<file path="config.mk">
export PLATFORM = sky130hd
export DESIGN_NAME = i2s_sample_bridge
export DESIGN_NICKNAME = d
export VERILOG_FILES = /design/src/rtl/i2s_sample_bridge_pkg.sv /design/src/rtl/i2s_sample_bridge_fifo.sv /design/src/rtl/i2s_sample_bridge.sv
export SDC_FILE = /design/constraint.sdc
export NUM_CORES = 1
export LEC_CHECK = 0
export CORE_ASPECT_RATIO = 1.2
export CORE_MARGIN = 2
export CORE_UTILIZATION = 35
export CTS_CLUSTER_SIZE = 40
export DETAILED_ROUTE_END_ITERATION = 10
export PLACE_DENSITY = 0.59
export SYNTH_ARGS = -nofsm -noshare
export SYNTH_HDL_FRONTEND = slang
export SYNTH_SLANG_ARGS = --single-unit
</file>
<file path="constraint.sdc">
create_clock -name mclk_in -period 13.8 [get_ports mclk_in]
set_clock_uncertainty 0.05 [all_clocks]
set_input_delay 1.38 -clock mclk_in [delete_from_list [all_inputs] [get_ports mclk_in]]
set_output_delay 1.38 -clock mclk_in [all_outputs]
set_load 0.01 [all_outputs]
</file>
<file path="src/rtl/i2s_sample_bridge_pkg.sv">
// i2s_pkg: shared constants for the I2S sample bridge.
//   PDATA_WIDTH_DEFAULT : default width of one channel sample
//   CNT_W               : width of the RX capture delay counter
package i2s_pkg;

  localparam int unsigned PDATA_WIDTH_DEFAULT = 32;
  localparam int unsigned CNT_W               = 4;

endpackage

</file>
<file path="src/rtl/i2s_sample_bridge_fifo.sv">
// sample_fifo: show-ahead FIFO holding received stereo frames.
//   i_clk, i_rst : clock, asynchronous active-high reset (flushes contents)
//   i_push/i_data: write request and data; ignored when full unless popping
//   i_pop        : read request; ignored when empty
//   o_data       : current head entry (valid while ~o_empty)
//   o_full/o_empty: occupancy flags
module sample_fifo
  import i2s_pkg::*;
#(
  parameter int unsigned WIDTH = 2 * PDATA_WIDTH_DEFAULT,
  parameter int unsigned DEPTH = 4
) (
  input  logic             i_clk,
  input  logic             i_rst,
  input  logic             i_push,
  input  logic [WIDTH-1:0] i_data,
  input  logic             i_pop,
  output logic [WIDTH-1:0] o_data,
  output logic             o_full,
  output logic             o_empty
);

  localparam int unsigned AW = $clog2(DEPTH);

  logic [WIDTH-1:0] r_mem [DEPTH];
  logic [AW:0]      r_wr_ptr;
  logic [AW:0]      r_rd_ptr;
  logic             w_do_push;
  logic             w_do_pop;

  // Extra pointer MSB distinguishes full from empty when the indices match.
  assign o_empty = (r_wr_ptr == r_rd_ptr);
  assign o_full  = (r_wr_ptr[AW] != r_rd_ptr[AW]) &&
                   (r_wr_ptr[AW-1:0] == r_rd_ptr[AW-1:0]);

  // When full, a simultaneous pop frees the head slot, which is also the write slot.
  assign w_do_push = i_push & (~o_full | i_pop);
  assign w_do_pop  = i_pop & ~o_empty;

  assign o_data = r_mem[r_rd_ptr[AW-1:0]];

  always_ff @(posedge i_clk or posedge i_rst) begin
    if (i_rst) begin
      r_wr_ptr <= '0;
      r_rd_ptr <= '0;
      for (int unsigned i = 0; i < DEPTH; i++) begin
        r_mem[i] <= '0;
      end
    end else begin
      if (w_do_push) begin
        r_mem[r_wr_ptr[AW-1:0]] <= i_data;
        r_wr_ptr                <= r_wr_ptr + 1'b1;
      end
      if (w_do_pop) begin
        r_rd_ptr <= r_rd_ptr + 1'b1;
      end
    end
  end

endmodule

</file>
<file path="src/rtl/i2s_sample_bridge.sv">
// i2s_sample_bridge: frame-synchronous bridge between an I2S transceiver's
// parallel sample ports and a DSP core, all in the mclk_in domain.
//   mclk_in, arst_in          : clock, asynchronous active-high reset
//   lrck_in                   : word clock; its falling edge marks a frame
//   pldata_in, prdata_in      : received left/right samples
//   rx_valid/ready, rx_*data  : RX stream (show-ahead FIFO head)
//   tx_valid/ready, tx_*data  : TX stream into a one-entry holding register
//   pldata_out, prdata_out    : samples driven to the transceiver once per frame
//   frame_out                 : one-cycle pulse per detected LRCK falling edge
//   clear_in                  : clears the sticky flags
//   rx_overflow_out           : sticky, an RX frame was dropped
//   tx_underflow_out          : sticky, a frame passed with no TX sample held
module i2s_sample_bridge
  import i2s_pkg::*;
#(
  parameter int unsigned PDATA_WIDTH = PDATA_WIDTH_DEFAULT,
  parameter int unsigned FIFO_DEPTH  = 4,
  parameter int unsigned CAPTURE_DLY = 2
) (
  input  logic                   mclk_in,
  input  logic                   arst_in,
  input  logic                   lrck_in,
  input  logic [PDATA_WIDTH-1:0] pldata_in,
  input  logic [PDATA_WIDTH-1:0] prdata_in,
  output logic                   rx_valid_out,
  input  logic                   rx_ready_in,
  output logic [PDATA_WIDTH-1:0] rx_ldata_out,
  output logic [PDATA_WIDTH-1:0] rx_rdata_out,
  input  logic                   tx_valid_in,
  output logic                   tx_ready_out,
  input  logic [PDATA_WIDTH-1:0] tx_ldata_in,
  input  logic [PDATA_WIDTH-1:0] tx_rdata_in,
  output logic [PDATA_WIDTH-1:0] pldata_out,
  output logic [PDATA_WIDTH-1:0] prdata_out,
  output logic                   frame_out,
  input  logic                   clear_in,
  output logic                   rx_overflow_out,
  output logic                   tx_underflow_out
);

  localparam int unsigned FW = 2 * PDATA_WIDTH;

  logic                   r_lrck_q;
  logic                   r_frame;
  logic [CNT_W-1:0]       r_cap_cnt;
  logic [CNT_W-1:0]       w_cap_cnt_nxt;
  logic                   w_cap_write;
  logic                   w_fifo_full;
  logic                   w_fifo_empty;
  logic                   w_pop;
  logic [FW-1:0]          w_head;
  logic                   w_ovf_evt;
  logic                   w_unf_evt;
  logic                   w_tx_hs;
  logic                   r_hold_vld;
  logic [PDATA_WIDTH-1:0] r_hold_l;
  logic [PDATA_WIDTH-1:0] r_hold_r;
  logic [PDATA_WIDTH-1:0] r_pl;
  logic [PDATA_WIDTH-1:0] r_pr;
  logic                   r_ovf;
  logic                   r_unf;

  // LRCK falling-edge detect, registered into a one-cycle frame pulse.
  always_ff @(posedge mclk_in or posedge arst_in) begin
    if (arst_in) begin
      r_lrck_q <= 1'b0;
      r_frame  <= 1'b0;
    end else begin
      r_lrck_q <= lrck_in;
      r_frame  <= r_lrck_q & ~lrck_in;
    end
  end

  // Capture counter: zero means idle. The write happens in the cycle the
  // count steps from 1 to 0; a new frame pulse reloads and cancels it.
  always_comb begin
    w_cap_cnt_nxt = r_cap_cnt;
    w_cap_write   = 1'b0;
    if (r_frame) begin
      w_cap_cnt_nxt = CNT_W'(CAPTURE_DLY);
    end else if (r_cap_cnt != '0) begin
      w_cap_cnt_nxt = r_cap_cnt - 1'b1;
      w_cap_write   = (r_cap_cnt == CNT_W'(1));
    end
  end

  always_ff @(posedge mclk_in or posedge arst_in) begin
    if (arst_in) begin
      r_cap_cnt <= '0;
    end else begin
      r_cap_cnt <= w_cap_cnt_nxt;
    end
  end

  assign w_pop     = ~w_fifo_empty & rx_ready_in;
  assign w_ovf_evt = w_cap_write & w_fifo_full & ~w_pop;

  sample_fifo #(
    .WIDTH (FW),
    .DEPTH (FIFO_DEPTH)
  ) u_rx_fifo (
    .i_clk   (mclk_in),
    .i_rst   (arst_in),
    .i_push  (w_cap_write),
    .i_data  ({pldata_in, prdata_in}),
    .i_pop   (w_pop),
    .o_data  (w_head),
    .o_full  (w_fifo_full),
    .o_empty (w_fifo_empty)
  );

  assign rx_valid_out = ~w_fifo_empty;
  assign rx_ldata_out = w_head[FW-1:PDATA_WIDTH];
  assign rx_rdata_out = w_head[PDATA_WIDTH-1:0];

  // The frame pulse empties the holding register this cycle, so a new pair
  // may be accepted alongside the transfer to the drive registers.
  assign tx_ready_out = ~r_hold_vld | r_frame;
  assign w_tx_hs      = tx_valid_in & tx_ready_out;
  assign w_unf_evt    = r_frame & ~r_hold_vld;

  always_ff @(posedge mclk_in or posedge arst_in) begin
    if (arst_in) begin
      r_hold_vld <= 1'b0;
      r_hold_l   <= '0;
      r_hold_r   <= '0;
      r_pl       <= '0;
      r_pr       <= '0;
    end else begin
      if (r_frame && r_hold_vld) begin
        r_pl       <= r_hold_l;
        r_pr       <= r_hold_r;
        r_hold_vld <= 1'b0;
      end
      if (w_tx_hs) begin
        r_hold_l   <= tx_ldata_in;
        r_hold_r   <= tx_rdata_in;
        r_hold_vld <= 1'b1;
      end
    end
  end

  // Sticky flags: a set event outranks a same-cycle clear.
  always_ff @(posedge mclk_in or posedge arst_in) begin
    if (arst_in) begin
      r_ovf <= 1'b0;
      r_unf <= 1'b0;
    end else begin
      r_ovf <= w_ovf_evt | (r_ovf & ~clear_in);
      r_unf <= w_unf_evt | (r_unf & ~clear_in);
    end
  end

  assign pldata_out       = r_pl;
  assign prdata_out       = r_pr;
  assign frame_out        = r_frame;
  assign rx_overflow_out  = r_ovf;
  assign tx_underflow_out = r_unf;

endmodule

</file>
==> results of run 1 <==
-- power groups by stage --
stage                     Combinational [mW]  Clock, mW  Sequential (mW)
final                                   1.66       1.24             1.87
after CTS                               1.69       1.28             1.88
after floorplan                         1.03          0             1.83
after global placement                  1.66          0             1.87
after detailed placement                1.68          0             1.89
after global routing                    1.78       1.33             1.93
-- final cells by class --
type | count | area (µm²) | share of cell area
multi-input cells | 501 | 6410 | 0.297
flip-flops and latches | 399 | 9990 | 0.464
clock inverters | 22 | 259 | 0.0120
well taps | 630 | 788 | 0.0366
diodes | 1 | 2.50 | 0.000116
clock buffers | 59 | 1300 | 0.0603
inverters | 9 | 41.3 | 0.00192
repair buffers | 278 | 2750 | 0.128
-- worst max-delay path, stage by stage (launching register included) --
cell	delay, ns
dfrtp_4	0.75
buf_4	0.86
mux4_2	0.60
clkdlybuf4s50_1	0.55
-- sequential cells by signal (all words and copies together) (netlist names) --
name	flops
rx_overflow_out	1
r_hold_r	32
tx_underflow_out	1
u_rx_fifo.r_wr_ptr	3
r_hold_l	32
prdata_out	32
u_rx_fifo.r_mem	256
r_cap_cnt	4
r_hold_vld	1
pldata_out	32
frame_out	1
r_lrck_q	1
u_rx_fifo.r_rd_ptr	3
-- per-stage QoR --
stage / hold slack [ns] / worst slack, ns / power, mW
detailed placement: 0.431 / 8.42 / 3.58
global route: 0.453 / 8.58 / 5.05
global placement: 0.419 / 8.48 / 3.53
CTS: 0.441 / 8.84 / 4.85
floorplan: 0.389 / 1.27 / 2.86
finish: 0.434 / 9.00 / 4.76
-- logic make-up (layout without fill, tap and decap cells) --
kind of cell,Yosys count,after routing,synth area share
adders and majority gates,8,8,0.00594
DFF,399,399,0.592
other,0,1,0
xor gates and xnor gates,7,7,0.00408
and+or+nand+nor,28,28,0.0119
muxes,451,451,0.355
buffers and inverters,61,368,0.0288
AOI/OAI and AO/OA,7,7,0.00237
-- cells in the final DEF, fill, tap and decap left out, drive strengths merged --
master / instances
dfrtp: 399
mux2: 386
clkdlybuf4s50: 266
mux4: 64
clkbuf: 59
clkinv: 13
buf: 12
inv: 11
ha: 8
nand2: 8
xnor2: 6
nor2: 5
bufinv: 5
nand3: 4
o21ai: 3
nand2b: 3
and3: 2
o22ai: 2
clkinvlp: 2
diode: 1
xor2: 1
nand4b: 1
or2: 1
nor2b: 1
o31ai: 1
nor3: 1
mux2i: 1
or3b: 1
nand3b: 1
a21oi: 1
-- how the worst max path moves through the flow --
stage                     depth (start not counted)                   from  slack, ns                   end
after floorplan                                   1                arst_in       1.27             frame_out
after CTS                                         3  u_rx_fifo.r_rd_ptr[0]       8.84      rx_ldata_out[31]
after global placement                            5                arst_in       8.48  u_rx_fifo.r_mem[164]
final                                             3  u_rx_fifo.r_rd_ptr[0]       9.00      rx_ldata_out[31]
after detailed placement                          5                arst_in       8.42  u_rx_fifo.r_mem[164]
after global routing                              5                arst_in       8.58  u_rx_fifo.r_mem[100]
-- metal layers --
layer	vias up	track usage	share of wire
met4	0	0.0396	0.018
met3	52	0.0638	0.091
met5	-	0	0
met1	4814	0.196	0.43
li1	4079	-	-
met2	246	0.241	0.46
==> flow_metrics.env, run 1 <==
export IMPL_min_to="u_rx_fifo.r_mem[123]"
export IMPL_synth_top_flop_cell="dfrtp_1"
export IMPL_start_kind="flip-flop"
export IMPL_p_comb_frac=0.348
export IMPL_p_int_mw=3.43
export IMPL_synthArstFlopShare=1.00
export IMPL_fin_util=0.451
export IMPL_first_pass_iters=4
export IMPL_wire_per_inst_um=19.8
export IMPL_max_cap_viol_count=0
export IMPL_antenna_left=0
export IMPL_fin_crit_sh=0.348
export IMPL_rr_startpoint="u_rx_fifo.r_rd_ptr[1]"
export IMPL_rrSetupSlack_ns=9.93
export IMPL_place_hpwl_um=23300
export IMPL_fmax_mhz=208
export IMPL_cellPowerDensity_nw_per_um2=221
export IMPL_yosys_warnings=0
export IMPL_clk_pin_slew_ns=0.06
export IMPL_cts_sinks=399
export IMPL_power_share_clock=0.259
export IMPL_synth_top_area_share=0.592
export IMPL_fin_tns_setup_ns=0
export IMPL_ir_worst_vdd_v=0.000116
export IMPL_worstSetupEndpointType="primary output"
export IMPL_place_congestion=0.665
export IMPL_h_tree_depth=2
export IMPL_dr_first_iter_drc_count=252
export IMPL_grt_ovfl_total=0
export IMPL_holdCritPathClass="flip-flop to flip-flop"
export IMPL_place_inst=1817
export IMPL_setup_viol=0
export IMPL_worstHoldStart="u_rx_fifo.r_mem[123]"
export IMPL_yosysSeqAreaShare=0.592
export IMPL_worst_path_max_fanout=45
export IMPL_ctsResizeCount=0
export IMPL_drive_gt1_frac=0.424
export IMPL_cts_tree="done"
export IMPL_syn_cell_area_um2=16900
export IMPL_arrival_ns=3.37
export IMPL_maxSlewHeadroom=0.302
export IMPL_yosysUniqueCellTypes=32
export IMPL_area_growth_pct=27.7
export IMPL_grt_antenna_before_repair=0
export IMPL_period_needed_ns=4.80
export IMPL_die_h_um=244
export IMPL_synth_seq_cells=399
export IMPL_hold_depth=1
export IMPL_track_usage=0.154
export IMPL_hold_violations=0
export IMPL_cts_buffer_depth=3
export IMPL_syn_avg_cell_area_um2=17.5
export IMPL_grt_pass1_vias=10100
export IMPL_rows=88
export IMPL_required_ns=12.37
export IMPL_n_fill_cell=4300
export IMPL_avgViaCountPerCell=4.84
export IMPL_r2r_end="u_rx_fifo.r_mem[60]"
export IMPL_synth_edf_count=0
export IMPL_post_cts_buffers=0
export IMPL_rsz0062_at_grt="no"
export IMPL_final_cell_area_um2=21500
export IMPL_grt_max_degree=135
export IMPL_io_buffer_count=266
export IMPL_core_area_um2=47800
export IMPL_p_sw_frac=0.280
export IMPL_post_synth_main_area_contributors="dfrtp_1 59%, mux2_2 21%, mux4_2 8.5%"
export IMPL_layout_nets=1376
export IMPL_grt_pass1_wl_um=59200
export IMPL_start_util=0.353
export IMPL_p_sw_mw=1.33
export IMPL_die_area_um2=50000
export IMPL_clock_latency_ns=0.57
export IMPL_cts_inserted_buffers=45
export IMPL_crit_type="flip-flop to primary output"
export IMPL_dpl_cell_area_um2=20000
export IMPL_dr_total_vias=9191
export IMPL_routed_wl_um=37500
export IMPL_syn_inst=961
export IMPL_postCtsHoldBufs=0
export IMPL_io_pins=267
export IMPL_ys_top_cells_by_count="399 x dfrtp_1, 319 x mux2_2, 64 x mux4_2"
export IMPL_p_leak_nw=9.63
export IMPL_synth_top_area_cell="dfrtp_1"
export IMPL_drc=0
export IMPL_r2r_cells=6
export IMPL_seq_power_share=0.393
export IMPL_synth_most_common_cell="dfrtp_1"
export IMPL_final_cells=1899
export IMPL_slew_violations=0
export IMPL_cts_root_buf="clkbuf_16"
export IMPL_syn_num_nets=1103
export IMPL_run_status="finished clean"
export IMPL_dieWidth_um=204
export IMPL_worst_pin_slew_ns=1.05
Note: power is estimated with default switching activity, not from simulation.
==> run 2: changes to the inputs <==
- clock period: 13.8 -> 4.5 ns (I/O delays scaled with it)
==> run 2 against run 1 <==
Sequential power rose to 3.1 times the previous value. Cell count fell by 0.16%. Worst setup slack got worse by 8.1 ns. First-iteration DRC count rose by 9.9%. Power rose to 3.0 times the previous value. Critical path depth did not move. Core utilization fell by 0.065 points. Sequential share of layout area rose by 0.067 points. Hold slack got worse by 0.13 ns. Via count barely moved. Combinational power rose to 3.0 times the previous value. Flip-flop and latch count did not move. Critical path type unchanged.
==> flow_metrics.env, run 2 (synthesis results as in run 1) <==
export IMPL_wl_met1_um=16000
export IMPL_grt_pass1_wl_um=61300
export IMPL_drive_gt1_frac=0.416
export IMPL_place_congestion=0.681
export IMPL_grt_pass1_vias=10500
export IMPL_ir_worst_vdd_v=0.000350
export IMPL_cellPowerDensity_nw_per_um2=671
export IMPL_slowest_delay_ns=0.88
export IMPL_cts_sinks=399
export IMPL_layout_common_cells="397 x dfrtp_1, 319 x mux2_2, 266 x clkdlybuf4s50_1, 64 x mux4_2, 50 x mux2_4"
export IMPL_top_register="u_rx_fifo.r_mem"
export IMPL_dieWidth_um=204
export IMPL_dr_total_vias=9195
export IMPL_area_growth_pct=27.5
export IMPL_grt_antenna_before_repair=2
export IMPL_hold_violations=0
export IMPL_run_status="finished clean"
export IMPL_die_h_um=244
export IMPL_cts_buffer_depth=3
export IMPL_layout_setup_ws_ns=0.910
export IMPL_multiInputGateArea_um2=6410
export IMPL_cp_slowest_cell="dfrtp_4"
export IMPL_crit_type="flip-flop to primary output"
export IMPL_worst_path_max_fanout=41
export IMPL_worstSetupEndpointType="primary output"
export IMPL_slew_violations=0
export IMPL_required_ns=4.00
export IMPL_postCtsHoldBufs=0
export IMPL_cts_inserted_buffers=43
export IMPL_core_area_um2=47800
export IMPL_rows=88
export IMPL_start_util=0.353
export IMPL_fmax_mhz=279
export IMPL_grt_ovfl_total=0
export IMPL_top_layer="met5"
export IMPL_clk_pin_slew_ns=0.06
export IMPL_io_buffer_count=266
export IMPL_track_usage=0.158
export IMPL_worstPathCellList="buf_4 > mux4_2 > clkdlybuf4s50_1"
export IMPL_avgViaCountPerCell=4.85
export IMPL_p_leak_nw=9.59
export IMPL_hold_ws_ns=0.303
export IMPL_wire_per_inst_um=20.2
export IMPL_worst_pin_slew_ns=0.851
export IMPL_h_tree_depth=2
export IMPL_largest_register_ffs=256
export IMPL_place_hpwl_um=24400
export IMPL_drc=0
export IMPL_post_cts_buffers=0
export IMPL_start_kind="flip-flop"
export IMPL_fin_crit_sh=0.798
export IMPL_maxSlewHeadroom=0.433
export IMPL_arrival_ns=3.09
export IMPL_cts_root_buf="clkbuf_16"
export IMPL_ff_latch_area_um2=9990
export IMPL_die_area_um2=50000
export IMPL_pre_cts_slack_ns=1.47
export IMPL_cts_tree="done"
export IMPL_holdCritPathClass="input port to asynchronous set/reset pin"
export IMPL_dr_first_iter_drc_count=277
export IMPL_period_needed_ns=3.59
export IMPL_rsz0062_at_grt="no"
export IMPL_final_common_cell="dfrtp_1"
export IMPL_io_pins=267
export IMPL_max_cap_viol_count=0
export IMPL_grt_max_degree=140
export IMPL_n_fill_cell=4300
export IMPL_routed_wl_um=38300
export IMPL_wl_met3_um=3600
export IMPL_antenna_left=0
export IMPL_setup_viol=0
export IMPL_dr_wl_met2_um=18000
export IMPL_layout_nets=1377
export IMPL_first_pass_iters=4
export IMPL_ctsResizeCount=0
export IMPL_clock_latency_ns=0.57
==> run 2: cell count changes in the layout (fill, tap and decap cells not counted), sizes merged <==
| cell | delta |
|---|---|
| clkinv | -7 |
| diode | +1 |
| clkinvlp | +1 |
| bufinv | -2 |
| inv | -2 |
| buf | +3 |
| clkbuf | +3 |
==> run 2: layout make-up <==
class / instances / share of cell area
flip-flops and latches: 399 / 0.465
clock inverters: 12 / 0.00739
clock buffers: 62 / 0.0585
well taps: 630 / 0.0366
inverters: 9 / 0.00175
multi-input cells: 501 / 0.298
diodes: 2 / 0.000233
repair buffers: 281 / 0.133
==> run 2: metal layers <==
metal / vias up / GRT usage
li1: 4062 / -
met1: 4821 / 0.199
met2: 259 / 0.252
met3: 51 / 0.0642
met4: 2 / 0.0413
met5: - / 0
==> run 2: worst max-delay path, delay by kind of cell, from the launching register on <==
kind | cells | cell delay, ns
DFF | 1 | 0.88
muxes | 1 | 0.59
buffers and inverters | 2 | 1.04
==> run 2: path summary, 6_finish.rpt <==
check                           depth (start not counted)  slack, ns                   from               endpoint
worst max register to register                          5       1.52  u_rx_fifo.r_rd_ptr[1]   u_rx_fifo.r_mem[100]
worst min-delay path                                    2       0.30                arst_in   u_rx_fifo.r_mem[245]
worst min register to register                          1       0.41               r_lrck_q              frame_out
worst max-delay path                                    3       0.91  u_rx_fifo.r_rd_ptr[1]       rx_ldata_out[30]
min in group mclk_in                                    1       0.33                lrck_in               r_lrck_q
max in group asynchronous                               3       2.90                arst_in  u_rx_fifo.r_rd_ptr[1]
==> run 2: power breakdown <==
group	internal, mW	leakage [nW]	switching [mW]
registers	4.97	5.03	0.852
clock network	2.11	0.691	1.44
logic	3.25	3.86	1.81
==> run 2: stage by stage <==
step                      cell area, µm²  TNS, ns  instances  power [mW]  utilization
after CTS                          21500        0       1894        14.7        0.450
after detailed placement           20100        0       1820        11.0        0.420
after global placement             20100        0       1820        10.9        0.420
after floorplan                    16900  -547.34        961        8.76            -
after global routing               21500        0       1895        15.3        0.450
final                              21500        0       1896        14.4        0.450
==> run 3: changes to the inputs <==
- clock period: 4.5 -> 3.7 ns (I/O delays scaled with it)
==> run 3 against run 2 <==
Clock power rose by 29%. Die area did not move. Worst setup slack lost 0.68 ns. Highest routed layer unchanged.
==> flow_metrics.env, run 3 (synthesis results as in run 1) <==
export IMPL_drc=0
export IMPL_dr_first_iter_drc_count=247
export IMPL_rows=88
export IMPL_p_sw_mw=4.93
export IMPL_p_sw_frac=0.278
export IMPL_diodes=0
export IMPL_slew_violations=0
export IMPL_layout_nets=1383
export IMPL_worstPathCellList="buf_4 > mux4_2 > clkdlybuf4s50_1"
export IMPL_pre_cts_slack_ns=0.710
export IMPL_dpl_cell_area_um2=20200
export IMPL_p_leak_nw=9.69
export IMPL_run_status="finished clean"
export IMPL_worstSetupEndpointType="primary output"
export IMPL_core_area_um2=47800
export IMPL_place_hpwl_um=24200
export IMPL_cts_tree="done"
export IMPL_rr_startpoint="u_rx_fifo.r_rd_ptr[1]"
export IMPL_grt_max_degree=95
export IMPL_start_util=0.353
export IMPL_holdCritPathClass="input port to asynchronous set/reset pin"
export IMPL_p_int_mw=12.8
export IMPL_grt_pass1_wl_um=60800
export IMPL_cts_sinks=399
export IMPL_largest_register_ffs=256
export IMPL_arrival_ns=3.05
export IMPL_clock_latency_ns=0.56
export IMPL_seq_power_share=0.391
export IMPL_drive_gt1_frac=0.422
export IMPL_cts_inserted_buffers=44
export IMPL_wire_per_inst_um=19.8
export IMPL_io_buffer_count=266
export IMPL_top_register="u_rx_fifo.r_mem"
export IMPL_io_pins=267
export IMPL_post_cts_buffers=0
export IMPL_max_cap_viol_count=0
export IMPL_cts_root_buf="clkbuf_16"
export IMPL_die_area_um2=50000
export IMPL_hold_violations=0
export IMPL_final_cell_area_um2=21700
export IMPL_period_needed_ns=3.47
export IMPL_rsz0062_at_grt="no"
export IMPL_p_comb_frac=0.351
export IMPL_cp_slowest_cell="dfrtp_4"
export IMPL_postCtsHoldBufs=0
export IMPL_track_usage=0.156
export IMPL_die_h_um=244
export IMPL_cellPowerDensity_nw_per_um2=819
export IMPL_maxSlewHeadroom=0.510
export IMPL_r2r_cells=5
export IMPL_first_pass_iters=4
export IMPL_start_kind="flip-flop"
export IMPL_ctsResizeCount=0
export IMPL_ir_worst_vdd_v=0.000408
export IMPL_fmax_mhz=288
export IMPL_dieWidth_um=204
export IMPL_worst_path_max_fanout=42
export IMPL_layout_setup_ws_ns=0.226
export IMPL_clk_pin_slew_ns=0.06
export IMPL_place_congestion=0.697
export IMPL_fin_crit_sh=0.939
export IMPL_setup_viol=0
export IMPL_crit_type="flip-flop to primary output"
export IMPL_area_growth_pct=28.6
export IMPL_cts_buffer_depth=3
export IMPL_grt_antenna_before_repair=1
export IMPL_grt_pass1_vias=10400
export IMPL_grt_ovfl_total=0
export IMPL_worst_pin_slew_ns=0.734
export IMPL_avgViaCountPerCell=4.87
export IMPL_final_common_cell="dfrtp_1"
export IMPL_h_tree_depth=2
export IMPL_cp_startpoint="u_rx_fifo.r_rd_ptr[1]"
export IMPL_dr_total_vias=9271
export IMPL_required_ns=3.28
export IMPL_layout_common_cells="397 x dfrtp_1, 319 x mux2_2, 266 x clkdlybuf4s50_1, 64 x mux4_2, 50 x mux2_4"
export IMPL_routed_wl_um=37600
export IMPL_slowest_delay_ns=0.70
export IMPL_antenna_left=0
export IMPL_power_share_clock=0.257
-- run 3: changes by cell type in the layout (fill, tap and decap cells not counted), moves of 3 or more --
cell and change:
bufinv_16 +3, buf_12 +3, clkbuf_1 -3, clkinv_2 +3
-- run 3: layout make-up --
cell class                      count  area (µm²)
Tap cell                          630         788
Inverter                            9        37.5
Sequential cell                   399        9990
Timing Repair Buffer              286        2940
Multi-Input combinational cell    501        6410
Clock inverter                     16         249
Fill cell                        4299       26100
Clock buffer                       61        1270
-- run 3: per-stage QoR --
| step | cells | setup TNS (ns) | util | power, mW | hold slack [ns] |
|---|---|---|---|---|---|
| final | 1902 | 0 | 0.454 | 17.8 | 0.0613 |
| after CTS | 1902 | 0 | 0.454 | 18.1 | 0.0260 |
| after detailed placement | 1825 | 0 | 0.422 | 13.4 | 0.415 |
| after floorplan | 961 | -834.62 | - | 10.7 | 0.351 |
| after global placement | 1825 | 0 | 0.422 | 13.2 | 0.399 |
| after global routing | 1902 | 0 | 0.454 | 18.8 | 0.0519 |
-- run 3: worst max-delay path: cells and delay by family, from the launching register on --
family | cells | cell delay (ns)
buf+inv | 2 | 1.16
flops | 1 | 0.70
mux | 1 | 0.59
-- run 3: path summary, 6_finish.rpt --
kind	to	slack (ns)
max	rx_ldata_out[30]	0.23
min	pldata_out[5]	0.06
max reg2reg	u_rx_fifo.r_mem[60]	0.76
min reg2reg	frame_out	0.43
max in group asynchronous	u_rx_fifo.r_mem[252]	2.65
min in group mclk_in	r_lrck_q	0.24
-- run 3: power groups by stage --
| stage | clock [mW] | sequential (mW) | combinational (mW) |
|---|---|---|---|
| floorplan | 0 | 6.82 | 3.84 |
| global placement | 0 | 6.96 | 6.26 |
| detailed placement | 0 | 7.02 | 6.35 |
| CTS | 4.74 | 6.95 | 6.38 |
| global route | 4.92 | 7.17 | 6.73 |
| finish | 4.57 | 6.95 | 6.24 |
-- run 3: layer usage --
layer | share of wire | GRT usage | vias to the layer above
met1 | 0.42 | 0.197 | 4880
met2 | 0.47 | 0.250 | 263
met3 | 0.091 | 0.0633 | 52
li1 | - | - | 4074
met4 | 0.018 | 0.0377 | 2
met5 | 0.00024 | 0 | -
